--- config.mk ---
export PLATFORM = sky130hd
export DESIGN_NAME = fifo_umbral
export DESIGN_NICKNAME = d
export VERILOG_FILES = /design/src/rtl/fifo_umbral_pkg.sv /design/src/rtl/fifo_umbral_memoria_fifo.sv /design/src/rtl/fifo_umbral.sv
export SDC_FILE = /design/constraint.sdc
export NUM_CORES = 1
export LEC_CHECK = 0
export CAP_MARGIN = 25
export CORE_ASPECT_RATIO = 0.7
export CORE_UTILIZATION = 51
export CTS_CLUSTER_SIZE = 16
export DETAILED_ROUTE_END_ITERATION = 8
export PLACE_DENSITY = 0.78
export SYNTH_ARGS = -nofsm -noshare
export SYNTH_HDL_FRONTEND = slang
export SYNTH_HIERARCHICAL = 1
export SYNTH_SLANG_ARGS = --single-unit
--- constraint.sdc ---
create_clock -name clk -period 2.3 [get_ports clk]
set_input_delay 0.46 -clock clk [delete_from_list [all_inputs] [get_ports clk]]
set_output_delay 0.46 -clock clk [all_outputs]
set_load 0.01 [all_outputs]
--- src/rtl/fifo_umbral_pkg.sv ---
// Shared definitions for the fifo_umbral family: default geometry, per-FIFO
// threshold widths and the per-edge accept decision.
package fifo_umbral_pkg;

  localparam int DATA_WIDTH_DEF = 6;
  localparam int ADDR_WIDTH_DEF = 2;

  // Threshold widths for the main, virtual-channel and destination FIFOs;
  // these must match the registers the control state machine latches.
  localparam int U_MFS = ADDR_WIDTH_DEF + 1;
  localparam int U_VCS = ADDR_WIDTH_DEF + 1;
  localparam int U_DS  = ADDR_WIDTH_DEF + 1;

  typedef struct packed {
    logic push_ok;
    logic pop_ok;
    logic overflow;
    logic underflow;
  } accept_t;

  // A pop on a full FIFO frees the slot the concurrent push needs, so the
  // push is accepted even though full is set before the edge.
  function automatic accept_t accept_decide(
    input logic push,
    input logic pop,
    input logic empty,
    input logic full
  );
    accept_t a;
    a.pop_ok    = pop & ~empty;
    a.push_ok   = push & (~full | pop);
    a.overflow  = push & full & ~pop;
    a.underflow = pop & empty;
    return a;
  endfunction

endpackage

--- src/rtl/fifo_umbral_memoria_fifo.sv ---
// Register-file RAM for fifo_umbral: one write port and one registered read
// port whose output holds its value on cycles without a read.
module memoria_fifo #(
  parameter int DATA_WIDTH = 6,
  parameter int ADDR_WIDTH = 2
) (
  input  logic                  clk,
  input  logic                  wr_en,
  input  logic [ADDR_WIDTH-1:0] wr_addr,
  input  logic [DATA_WIDTH-1:0] wr_data,
  input  logic                  rd_en,
  input  logic [ADDR_WIDTH-1:0] rd_addr,
  output logic [DATA_WIDTH-1:0] rd_data
);

  localparam int DEPTH = 1 << ADDR_WIDTH;

  logic [DATA_WIDTH-1:0] mem [DEPTH];

  // NOTE: the storage array has no reset so it maps onto plain flops/RAM
  // cells; the top masks rd_data until the first accepted read.
  // NOTE: non-blocking writes let a read and a write to the same address on
  // one edge return the old word, which the full push+pop case relies on.
  always_ff @(posedge clk) begin
    if (wr_en) begin
      mem[wr_addr] <= wr_data;
    end
    if (rd_en) begin
      rd_data <= mem[rd_addr];
    end
  end

endmodule

--- src/rtl/fifo_umbral.sv ---
// Synchronous FIFO with programmable almost-full / almost-empty thresholds,
// sticky overflow/underflow error and a 1-cycle registered read.
module fifo_umbral
  import fifo_umbral_pkg::*;
#(
  parameter int DATA_WIDTH = DATA_WIDTH_DEF,
  parameter int ADDR_WIDTH = ADDR_WIDTH_DEF
) (
  input  logic                  clk,
  input  logic                  reset,
  input  logic                  push,
  input  logic [DATA_WIDTH-1:0] data_in,
  input  logic                  pop,
  output logic [DATA_WIDTH-1:0] data_out,
  output logic                  valid_out,
  input  logic [ADDR_WIDTH:0]   umbral_alto,
  input  logic [ADDR_WIDTH:0]   umbral_bajo,
  output logic [ADDR_WIDTH:0]   count,
  output logic                  empty,
  output logic                  full,
  output logic                  almost_full,
  output logic                  almost_empty,
  output logic                  error
);

  localparam int                CW    = ADDR_WIDTH + 1;
  localparam logic [CW-1:0]     DEPTH = CW'(1 << ADDR_WIDTH);

  logic [ADDR_WIDTH-1:0] wr_ptr;
  logic [ADDR_WIDTH-1:0] rd_ptr;
  logic [CW-1:0]         count_q;
  logic [CW-1:0]         count_next;
  logic                  valid_q;
  logic                  error_q;
  logic                  read_seen;
  logic [DATA_WIDTH-1:0] rd_data;
  accept_t               acc;

  assign empty = (count_q == '0);
  assign full  = (count_q == DEPTH);

  // NOTE: every signal driven in always_comb gets a default first, so no
  // path through the block can leave it unassigned and infer a latch.
  always_comb begin
    acc        = accept_decide(push, pop, empty, full);
    count_next = count_q;
    unique case ({acc.push_ok, acc.pop_ok})
      2'b10:   count_next = count_q + CW'(1);
      2'b01:   count_next = count_q - CW'(1);
      default: count_next = count_q;
    endcase
  end

  always_ff @(posedge clk or negedge reset) begin
    if (!reset) begin
      wr_ptr    <= '0;
      rd_ptr    <= '0;
      count_q   <= '0;
      valid_q   <= 1'b0;
      error_q   <= 1'b0;
      read_seen <= 1'b0;
    end else begin
      count_q <= count_next;
      valid_q <= acc.pop_ok;
      if (acc.push_ok) begin
        wr_ptr <= wr_ptr + ADDR_WIDTH'(1);
      end
      if (acc.pop_ok) begin
        rd_ptr    <= rd_ptr + ADDR_WIDTH'(1);
        read_seen <= 1'b1;
      end
      if (acc.overflow || acc.underflow) begin
        error_q <= 1'b1;
      end
    end
  end

  memoria_fifo #(
    .DATA_WIDTH (DATA_WIDTH),
    .ADDR_WIDTH (ADDR_WIDTH)
  ) u_mem (
    .clk     (clk),
    .wr_en   (acc.push_ok),
    .wr_addr (wr_ptr),
    .wr_data (data_in),
    .rd_en   (acc.pop_ok),
    .rd_addr (rd_ptr),
    .rd_data (rd_data)
  );

  // The RAM read register is not reset; data_out reads as zero until the
  // first accepted pop after reset, then follows the held read value.
  assign data_out     = read_seen ? rd_data : '0;
  assign valid_out    = valid_q;
  assign count        = count_q;
  assign error        = error_q;
  assign almost_full  = (umbral_alto != '0) && (count_q >= umbral_alto);
  assign almost_empty = (count_q <= umbral_bajo);

endmodule

==> impl_metrics.py, run 1 <==
metrics = {
    "yosys": {
        "synth_top_area_share_pct": 52.55,
        "synth_area_mm2": 0.001714,
        "ys_ff_latch": 40,
        "avgSynthCellArea_um2": 16.81,
        "post-synth-top-count-cell": "edfxtp_1",
        "ys_top_cells_by_count": "edfxtp_1 (30), dfrtp_1 (10), inv_1 (10), ha_1 (7)",
        "seq_area_frac_synth_pct": 67.15,
        "synth_fp_nets": 126,
        "async_flop_share_pct": 25.00,
        "syn-instance-count": 102,
        "ys.flop_type": "edfxtp_1",
        "yosysWarnings": 6,
        "yosys-top-cells-area": "edfxtp_1 (53%), dfrtp_1 (15%), mux4_2 (7.9%), ha_1 (5.1%), and2_1 (2.2%)",
        "yosysUniqueCellTypes": 29,
        "netlist.top_cell.by_area": "edfxtp_1",
        "synth-edff-count": 30,
    },
    "drt": {
        "drt_iter0_markers": 52,
        "vias": 959,
        "viasPerCell": 5.156,
        "antenna_left": 0,
        "wl_um": 2875,
        "drt_first_pass_iters": 6,
        "drc": 1,
        "post_drt_wl_per_cell_um": 15.46,
    },
    "pwr": {
        "ir_drop_uv": 803.3,
        "power.density_mw_per_mm2": 1170,
        "leakagePower_nw": 0.8666,
    },
    "placement": {
        "gp_congestion": 0.7419,
        "io_buffers": 30,
        "dpl.hpwl_um": 2108,
    },
    "flow_run": {
        "cap_violations": 0,
    },
    "layout": {
        "seqCellArea_mm2": 0.001155,
        "drive_above_1_share_pct": 22.30,
        "multiInputGateArea_um2": 526.8,
        "area_growth_pct": 29.42,
        "nets": 171,
        "n_fill_cell": 211,
        "diodes": 0,
    },
    "setup_path": {
        "crit_type": "input port to output pin",
        "worst_setup_path_start_kind": "input port",
        "cp_max_fo": 2,
        "crit_arrival_ps": 1770,
        "cp-end-kind": "output pin",
        "cp.required_ps": 1840,
    },
    "global_routing": {
        "grt_usage_pct": 18.77,
        "first_global_vias": 961,
        "grt_max_degree": 14,
        "grt_overflow_total": 0,
        "grt_pass1_wl_um": 4712,
        "grt_antenna_before_repair": 0,
    },
    "run_status": {
        "status": "finished with violations",
        "violations": "DRC",
    },
    "clock_network": {
        "cts_max_level": 2,
        "clkLatencyLatePin_ps": 290,
        "cts_buffers": 5,
        "cts_buffer_depth": 2,
        "clock-sinks": 40,
        "path_clk_slew_ps": 70,
        "cts_tree": "done",
        "cts_hold_buf": 0,
        "cts_root_buf": "clkbuf_8",
    },
    "sta": {
        "finalCritPeriodShare_pct": 96.94,
        "timing.hold.ws_ps": 474.4,
        "slew-limit-headroom_pct": 67.88,
        "fmax_ghz": 0.4485,
        "rsz0062_at_grt": "no",
        "hold_violations": 0,
        "finalMaxSlewViolations": 0,
        "fin_setup_tns_ps": 0,
        "min_period_ps": 2230,
        "setup_violations": 0,
        "fin_skew_ps": 7.538,
        "worstMarginPinSlew_ps": 480.4,
    },
    "floorplan": {
        "io_pins": 31,
        "fp-row-count": 17,
        "die_w_um": 71.30,
        "core_area_mm2": 0.003169,
        "initial_core_util_pct": 54.09,
        "die_h_um": 50.51,
        "dieArea_mm2": 0.003601,
    },
    "min_path": {
        "hp-class": "register to register",
    },
}
==> metrics by stage <==
step           instances  setup WS [ps]  area [um^2]  utilization, %  power (mW)
4_1_cts              185          9.124         2205           69.56       2.594
5_1_grt              186          4.194         2218           70.00       2.745
6_report             186          70.44         2218           70.00       2.595
2_1_floorplan        102          182.9         1714               -       1.709
3_3_place_gp         177         -349.8         2111           66.60       2.107
3_5_place_dp         177         -467.9         2111           66.60       2.154
==> where the power goes <==
group / switching [mW] / internal, mW / total (mW) / leakage (nW)
registers: 0.169 / 1.02 / 1.19 / 0.386
clock network: 0.236 / 0.211 / 0.447 / 0.0479
logic: 0.404 / 0.557 / 0.961 / 0.432
total: 0.809 / 1.79 / 2.59 / 0.867
==> worst paths after layout <==
check	from	to	slack [ps]	cells past startpoint
hold reg to reg	error$_DFFE_PN0P_	error$_DFFE_PN0P_	470	2
max in group asynchronous	reset	count[0]$_DFFE_PN0P_	1450	1
hold / removal	error$_DFFE_PN0P_	error$_DFFE_PN0P_	470	2
min in group asynchronous	reset	valid_out$_DFF_PN0_	490	1
setup / recovery	umbral_alto[1]	almost_full	70	6
setup reg to reg	count[1]$_DFFE_PN0P_	count[2]$_DFFE_PN0P_	130	8
==> cell type report <==
| class | instances | share of cell area [%] |
|---|---|---|
| Inverter | 10 | 1.692 |
| Tap cell | 38 | 2.143 |
| Sequential cell | 40 | 52.06 |
| Clock buffer | 5 | 3.102 |
| Timing Repair Buffer | 39 | 16.41 |
| Clock inverter | 3 | 0.8460 |
| Multi-Input combinational cell | 51 | 23.75 |
==> what timing repair did <==
item | 4_1_cts | 5_1_grt
buffers inserted | 0 | 1
pin swaps | 1 | 0
endpoints found under the hold margin | 0 | 0
resized for setup | 7 | 4
endpoints found under the setup margin | 2 | 3
==> registers in the layout, summed over array words and instances, names as in the netlist <==
name and flops:
error 1, wr_ptr 2, count 3, rd_ptr 2, valid_out 1, u_mem/rd_data 6
read_seen 1, u_mem/mem 24
==> routing by layer <==
metal	global-route usage, %	vias up	part of all wire [%]
met1	26.07	467	49
li1	-	467	-
met4	5.333	0	0.66
met2	27.14	23	46
met3	8.032	2	4.5
met5	0	-	0
==> cells in the final DEF (no fill, tap or decap), types with 2 or more instances in the layout <==
cell type	Yosys	layout
a21oi_1	2	2
and2_1	6	6
and3b_1	2	2
buf_4	0	9
clkbuf_8	0	5
clkdlybuf4s50_1	0	27
clkinv_2	0	2
dfrtp_1	10	7
dfrtp_2	0	3
edfxtp_1	30	30
ha_1	7	6
inv_1	10	10
mux4_2	6	6
nor2_1	2	2
o21ai_0	3	2
xnor2_1	4	4
xor2_1	3	3
==> cells by family after synthesis <==
logic type	share of synthesized area (%)
flip-flops	67.15
XOR/XNOR	3.577
adder cells (fa/ha/maj)	6.277
AND/OR/NAND/NOR	7.008
multiplexers	8.467
AO/OA/AOI/OAI	4.672
buffers and inverters	2.847
==> critical path, cell delays in order <==
cell and delay (ps):
clkdlybuf4s50_1 480, inv_1 50, ha_1 260, o21ai_0 80
a21oi_1 150, dlygate4sd2_1 290
(Power assumes the default switching activity.)
==> run 2: changes to the inputs <==
--- a/config.mk
+++ b/config.mk
@@ -11,6 +11,7 @@
 export CTS_CLUSTER_SIZE = 16
 export DETAILED_ROUTE_END_ITERATION = 8
 export PLACE_DENSITY = 0.78
+export SLEW_MARGIN = 20
 export SYNTH_ARGS = -nofsm -noshare
 export SYNTH_HDL_FRONTEND = slang
 export SYNTH_HIERARCHICAL = 1
==> results of run 2 <==
Final layout, timing and power as in run 1 (identical DEF).
==> run 3: changes to the inputs <==
--- a/config.mk
+++ b/config.mk
@@ -7,10 +7,11 @@
 export LEC_CHECK = 0
 export CAP_MARGIN = 25
 export CORE_ASPECT_RATIO = 0.7
-export CORE_UTILIZATION = 51
+export CORE_UTILIZATION = 60
 export CTS_CLUSTER_SIZE = 16
 export DETAILED_ROUTE_END_ITERATION = 8
-export PLACE_DENSITY = 0.78
+export DONT_BUFFER_PORTS = 1
+export PLACE_DENSITY = 0.76
 export SLEW_MARGIN = 20
 export SYNTH_ARGS = -nofsm -noshare
 export SYNTH_HDL_FRONTEND = slang
==> run 3 against run 2 <==
  * The flow now finishes without violations
  * Critical path depth down 1
  * Critical path type is now register to output pin
  * Final area decreased by 15%
  * Non-clock buffer count fell by 35
  * Combinational power down 25%
  * Sequential share of layout area up 9.0 points
  * Hold slack lost 210 ps
  * Core utilization up 2.8 points
  * Clock skew shrank 2.4 ps
==> impl_metrics.py, run 3 (synthesized netlist as in run 1, its figures left out) <==
metrics = {
    "min_path": {
        "min_from": "data_in[5]",
        "hold_depth": 0,
        "whs_endpoint": "u_mem/mem[1][5]$_DFFE_PP_",
        "hp-class": "input port to register",
    },
    "sta": {
        "worstMarginPinSlew_ps": 979.1,
        "fmax_ghz": 0.4630,
        "min_period_ps": 2160,
        "hold_violations": 0,
        "rsz0062_at_grt": "no",
        "finalCritPeriodShare_pct": 93.91,
        "timing.final.ws_setup_ps": 140.0,
        "setup_violations": 0,
        "fin_skew_ps": 5.146,
        "timing.hold.ws_ps": 268.9,
        "slew-limit-headroom_pct": 34.58,
        "finalMaxSlewViolations": 0,
        "fin_setup_tns_ps": 0,
    },
    "floorplan": {
        "initial_core_util_pct": 66.18,
        "die_h_um": 46.72,
        "io_pins": 31,
        "die_w_um": 65.89,
        "dieArea_mm2": 0.003078,
        "core_area_mm2": 0.002590,
        "fp-row-count": 15,
    },
    "layout": {
        "layout_commonest_cell": "edfxtp_1",
        "drive_above_1_share_pct": 17.70,
        "diodes": 0,
        "area_growth_pct": 9.927,
        "regMostFlops": "u_mem/mem",
        "post-route-util_pct": 72.75,
        "nets": 136,
        "post_layout_nonfiller_instances": 147,
        "largest_register_ff_count": 24,
        "final_cell_area_mm2": 0.001884,
        "final_cell_mix": "edfxtp_1 (30), inv_1 (10), dfrtp_1 (10), ha_1 (7)",
    },
    "clock_network": {
        "path_clk_slew_ps": 70,
        "cts_tree": "done",
        "cts_max_level": 2,
        "cts_resized": 0,
        "cts_hold_buf": 1,
        "post-cts-setup-buffer-count": 0,
        "clkLatencyLatePin_ps": 280,
        "cts_root_buf": "clkbuf_8",
        "cts_buffer_depth": 2,
        "cts_buffers": 5,
        "clock-sinks": 40,
    },
    "placement": {
        "dp_cells": 138,
        "placed_area_mm2": 0.001768,
        "gp_congestion": 0.7146,
        "dpl.hpwl_um": 1783,
        "io_buffers": 0,
        "pre_cts_ws_ps": 215.4,
    },
    "drt": {
        "drt_first_pass_iters": 4,
        "drc": 0,
        "post_drt_wl_per_cell_um": 16.69,
        "drt_iter0_markers": 40,
        "antenna_left": 0,
        "viasPerCell": 5.653,
        "vias": 831,
        "wl_um": 2454,
    },
    "setup_path": {
        "crit_arrival_ps": 1700,
        "cp_max_fo": 6,
        "crit_chain": "buf_4 -> ha_1 -> nor2b_1 -> o21a_1 -> o21ai_0",
        "cp.required_ps": 1840,
        "slowest_stage": "dfrtp_1",
        "reg2regPathDepth": 8,
        "crit_family": "compound AO/OA/AOI/OAI gates",
        "crit_type": "register to output pin",
        "worst_setup_path_start_kind": "register",
        "cpPeakStageDelay_ps": 380,
        "r2r_slack_ps": 210,
        "r2r-start": "count[1]$_DFFE_PN0P_",
        "reg2reg_to": "count[2]$_DFFE_PN0P_",
        "cp-end-kind": "output pin",
        "crit_buf_inv": 1,
    },
    "pwr": {
        "finalPower_mw": 2.395,
        "power.density_mw_per_mm2": 1271,
        "ir_drop_uv": 800.0,
        "leakagePower_nw": 0.7140,
    },
    "global_routing": {
        "grt_max_degree": 13,
        "grt_overflow_total": 0,
        "grt_antenna_before_repair": 0,
        "first_global_vias": 748,
        "grt_pass1_wl_um": 3663,
        "grt_usage_pct": 18.34,
    },
    "run_status": {
        "status": "complete, no violations",
    },
    "flow_run": {
        "cap_violations": 0,
    },
}
[run 3: cell types whose count changed in the layout (fill, tap and decap cells not counted), moves of 2 or more]
cell	previous run	this run
clkdlybuf4s50_1	27	0
clkinv_1	0	2
buf_4	9	3
clkinv_2	2	0
dfrtp_1	7	10
dfrtp_2	3	0
[run 3: layout make-up]
cell class	count	area, um^2
timing repair buffer	4	32.53
clock inverter	3	37.54
fill	160	705.7
tap	34	42.54
multi-input combinational	51	514.2
inverter	10	37.54
sequential	40	1151
clock buffer	5	68.82
[run 3: power by group]
group	switching (mW)	total (mW)	internal (mW)
sequential	0.132	1.15	1.01
combinational	0.375	0.717	0.342
clock	0.216	0.531	0.315
[run 3: per-layer routing]
metal  vias to the layer above  GRT usage, %  part of all wire (%)
met1                       395         24.49                    48
met3                         5         6.436                   6.2
met2                        34         28.16                    45
met5                         -             0                     0
met4                         0         7.826                   1.1
li1                        397             -                     -
[run 3: worst max-delay path by stage]
stage	slack [ps]	depth (start not counted)	endpoint	startpoint
after floorplan	180	8	count[2]$_DFFE_PN0P_	count[2]$_DFFE_PN0P_
after global placement	270	8	count[2]$_DFFE_PN0P_	count[1]$_DFFE_PN0P_
after detailed placement	220	8	count[2]$_DFFE_PN0P_	count[1]$_DFFE_PN0P_
after CTS	120	5	almost_empty	count[1]$_DFFE_PN0P_
after global routing	60	5	almost_empty	count[1]$_DFFE_PN0P_
final	140	5	almost_empty	count[1]$_DFFE_PN0P_
==> patch 1: new RTL, flow settings as in run 3 <==
`DATA_WIDTH_DEF`: 6 -> 5.
--- a/src/rtl/fifo_umbral_pkg.sv
+++ b/src/rtl/fifo_umbral_pkg.sv
@@ -2,7 +2,7 @@
 // threshold widths and the per-edge accept decision.
 package fifo_umbral_pkg;
 
-  localparam int DATA_WIDTH_DEF = 6;
+  localparam int DATA_WIDTH_DEF = 5;
   localparam int ADDR_WIDTH_DEF = 2;
 
   // Threshold widths for the main, virtual-channel and destination FIFOs;
Interface: changed (resized data_in and data_out); port bits go from 31 to 29. The function was not compared with the original's and may differ.
==> patch 1 against run 3 <==
  * Sequential cell count is 5 lower
  * First-iteration DRC count is 70% lower
  * Sequential share of layout area is 0.39 points lower
  * Power is 17% lower
  * Core utilization is 0.34 points lower
  * Design area is 12% lower
  * Synthesized area is 10% lower
  * Setup slack better by 0.0082 ns
  * Clock skew is 0.0019 ns lower
  * Wire length is 7.9% lower
  * Sequential power is 12% lower
  * Fmax is 0.38% higher
  * Count of clock-buffer cells in the layout stayed put
==> patch 1: results (changes against run 3) <==
| Metric | Value |
|---|---|
| Outcome | `finished clean (unchanged)` |
| Drt pass-1 iters | `2 (was 4)` |
| Global-route wire length before repair | `3880 µm (was 3660 µm)` |
| Worst Hold Slack | `0.222 ns (was 0.269 ns)` |
| Sequential fraction of total cell area | `0.607 (was 0.611)` |
| Met1 demand-to-capacity share in global routing | `0.278 (was 0.245)` |
| Leak | `0.000640 µW (was 0.000714 µW)` |
| Share of cell area taken by multi-input logic gates | `0.294 (was 0.273)` |
| Fraction of synthesized cell area in xor and xnor cells | `0.0399 (was 0.0358)` |
| Final wirelength | `2260 µm (was 2450 µm)` |
| Relative contribution of combinational cells to total power | `0.341 (was 0.300)` |
| Post-route minimum period | `2.15 ns (was 2.16 ns)` |
| Compound-cell area share of the yosys netlist | `0.0522 (was 0.0467)` |
| DP Wirelength | `1760 µm (was 1780 µm)` |
| Final-stage net count | `128 (was 136)` |
| Adder and majority cell fraction of the synthesized area | `0.0701 (was 0.0628)` |
| Post-Route Skew | `0.00329 ns (was 0.00515 ns)` |
| Slew headroom | `0.418 (was 0.346)` |
| CTS root buffer | `sky130_fd_sc_hd__clkbuf_4 (was sky130_fd_sc_hd__clkbuf_8)` |
| Number of filler instances in the final layout | `154 (was 160)` |
| Non-clock buffer area fraction after layout | `0.0197 (was 0.0173)` |
| Iteration-0 DRC count of the detailed router | `12 (was 40)` |
| Ys async rst share | `0.286 (was 0.250)` |
| Met2 Wirelength | `1030 µm (was 1090 µm)` |
| Met3 global-route usage | `0.0722 (was 0.0644)` |
| P_sw | `664 µW (was 723 µW)` |
| Multi-input logic cell count | `49 (was 51)` |
| Worst-path clk slew | `0.10 ns (was 0.07 ns)` |
| Share of cells above drive strength 1 | `0.198 (was 0.177)` |
| Post-synth EDFFs | `25 (was 30)` |
==> patch 1: changes by cell type in the layout (fill, tap and decap cells not counted), sizes merged <==
cell	delta
and2	-1
bufinv	-1
clkinv	+1
edfxtp	-5
mux4	-1
==> patch 1: cells by family (layout without fill, tap and decap cells) <==
family | Yosys count | count (layout)
DFF | 35 | 35
xor gates and xnor gates | 7 | 7
AOI/OAI and AO/OA | 10 | 10
and+or+nand+nor | 18 | 18
adders and majority gates | 8 | 8
muxes | 6 | 6
buffers and inverters | 11 | 22
==> patch 1: per-stage QoR <==
step / area (µm²) / instances / total power (µW) / utilization
final: 1650 / 138 / 1980 / 0.724
after global routing: 1650 / 138 / 2130 / 0.724
after CTS: 1650 / 138 / 2010 / 0.724
after detailed placement: 1590 / 129 / 1700 / 0.697
after global placement: 1590 / 129 / 1660 / 0.697
after floorplan: 1540 / 95 / 1540 / -
==> patch 2: new RTL, settings of run 3 <==
Without the edit above. Make the reset (`reset`) synchronous in one clocked block.
--- a/src/rtl/fifo_umbral.sv
+++ b/src/rtl/fifo_umbral.sv
@@ -51,7 +51,7 @@
     endcase
   end
 
-  always_ff @(posedge clk or negedge reset) begin
+  always_ff @(posedge clk) begin
     if (!reset) begin
       wr_ptr    <= '0;
       rd_ptr    <= '0;
Behaviour: differs if reset is asserted again (counterexample within 4 cycles, from zero or initial values and one cycle with reset low); with reset held inactive, the same outputs for 10 cycles.
==> patch 2 against run 3 <==
  * Clock skew rose by 0.0047 ns
  * Combinational power fell by 25%
  * Sequential cell count did not move
  * Power fell by 19%
  * Critical path depth did not move
  * Setup slack got worse by 0.025 ns
  * Design area rose by 0.13%
  * Synthesized area rose by 1.1%
  * Clock power fell by 21%
  * Wire length rose by 4.7%
  * Critical path type unchanged
  * Largest power group unchanged
==> patch 2: results (changes against run 3) <==
| Metric | Value |
|---|---|
| Global-route met2 utilization | `0.296 (was 0.282)` |
| Startpoint of the lowest-slack register-to-register path | `count[0]$_SDFFE_PN0P_ (was count[1]$_DFFE_PN0P_)` |
| Number of vias in the routed layout | `923 (was 831)` |
| Clock share of power | `0.215 (was 0.222)` |
| Leak | `0.000686 µW (was 0.000714 µW)` |
| Via count of the first global-routing pass | `902 (was 748)` |
| Combined global-route utilization of all metal layers | `0.196 (was 0.183)` |
| Fraction of the yosys area taken by sequential cells | `0.635 (was 0.672)` |
| Outcome | `finished clean (unchanged)` |
| Met2 Wirelength | `1110 µm (was 1090 µm)` |
| Combinational power | `537 µW (was 717 µW)` |
| Post-Route Skew | `0.00983 ns (was 0.00515 ns)` |
| Routed length on met1 | `1270 µm (was 1180 µm)` |
| Worst Hold Slack | `0.269 ns (about the same)` |
| Final cell count without fillers | `161 (was 147)` |
| Total placed instance area | `1800 µm² (was 1770 µm²)` |
| Power per cell area | `1030 nW/µm² (was 1270 nW/µm²)` |
| Share of cells above drive strength 1 | `0.150 (was 0.177)` |
| Critical R2R Capture | `count[2]$_SDFFE_PN0P_ (was count[2]$_DFFE_PN0P_)` |
| Critical Path Source | `count[1]$_SDFFE_PN0P_ (was count[1]$_DFFE_PN0P_)` |
| Per-cell routed wire length | `16.0 µm (was 16.7 µm)` |
| Worst reg2reg setup slack | `0.17 ns (was 0.21 ns)` |
| Met1 demand-to-capacity share in global routing | `0.268 (was 0.245)` |
| Top cells by area, synth | `sky130_fd_sc_hd__edfxtp_1, sky130_fd_sc_hd__dfxtp_1, sky130_fd_sc_hd__mux4_2 (was sky130_fd_sc_hd__edfxtp_1, sky130_fd_sc_hd__dfrtp_1, sky130_fd_sc_hd__mux4_2)` |
| Last weighted congestion value of the routability-driven placer | `0.756 (was 0.715)` |
| Sw frac | `0.296 (was 0.302)` |
-- patch 2: layout make-up --
cell class	count	area (µm²)	share of cell area
Sequential cell	40	1100	0.584
Inverter	9	33.8	0.0179
Tap cell	34	42.5	0.0225
Clock buffer	7	76.3	0.0405
Clock inverter	1	3.75	0.00199
Timing Repair Buffer	5	37.5	0.0199
Multi-Input combinational cell	65	592	0.314
-- patch 2: critical path, delay by kind of cell (launching register included) --
kind | cells | cell delay (ns)
AO/OA/AOI/OAI | 2 | 0.50
flip-flops | 1 | 0.37
buffers and inverters | 1 | 0.20
AND/OR/NAND/NOR | 1 | 0.13
adder cells (fa/ha/maj) | 1 | 0.25
-- patch 2: cell families (layout without fill, tap and decap cells) --
logic type,Yosys count,after routing,synth area share
xor gates and xnor gates,3,3,0.0152
adders and majority gates,8,8,0.0621
buffers and inverters,11,22,0.0282
muxes,7,7,0.0838
AOI/OAI and AO/OA,15,15,0.0570
DFF,40,40,0.635
and+or+nand+nor,32,32,0.118
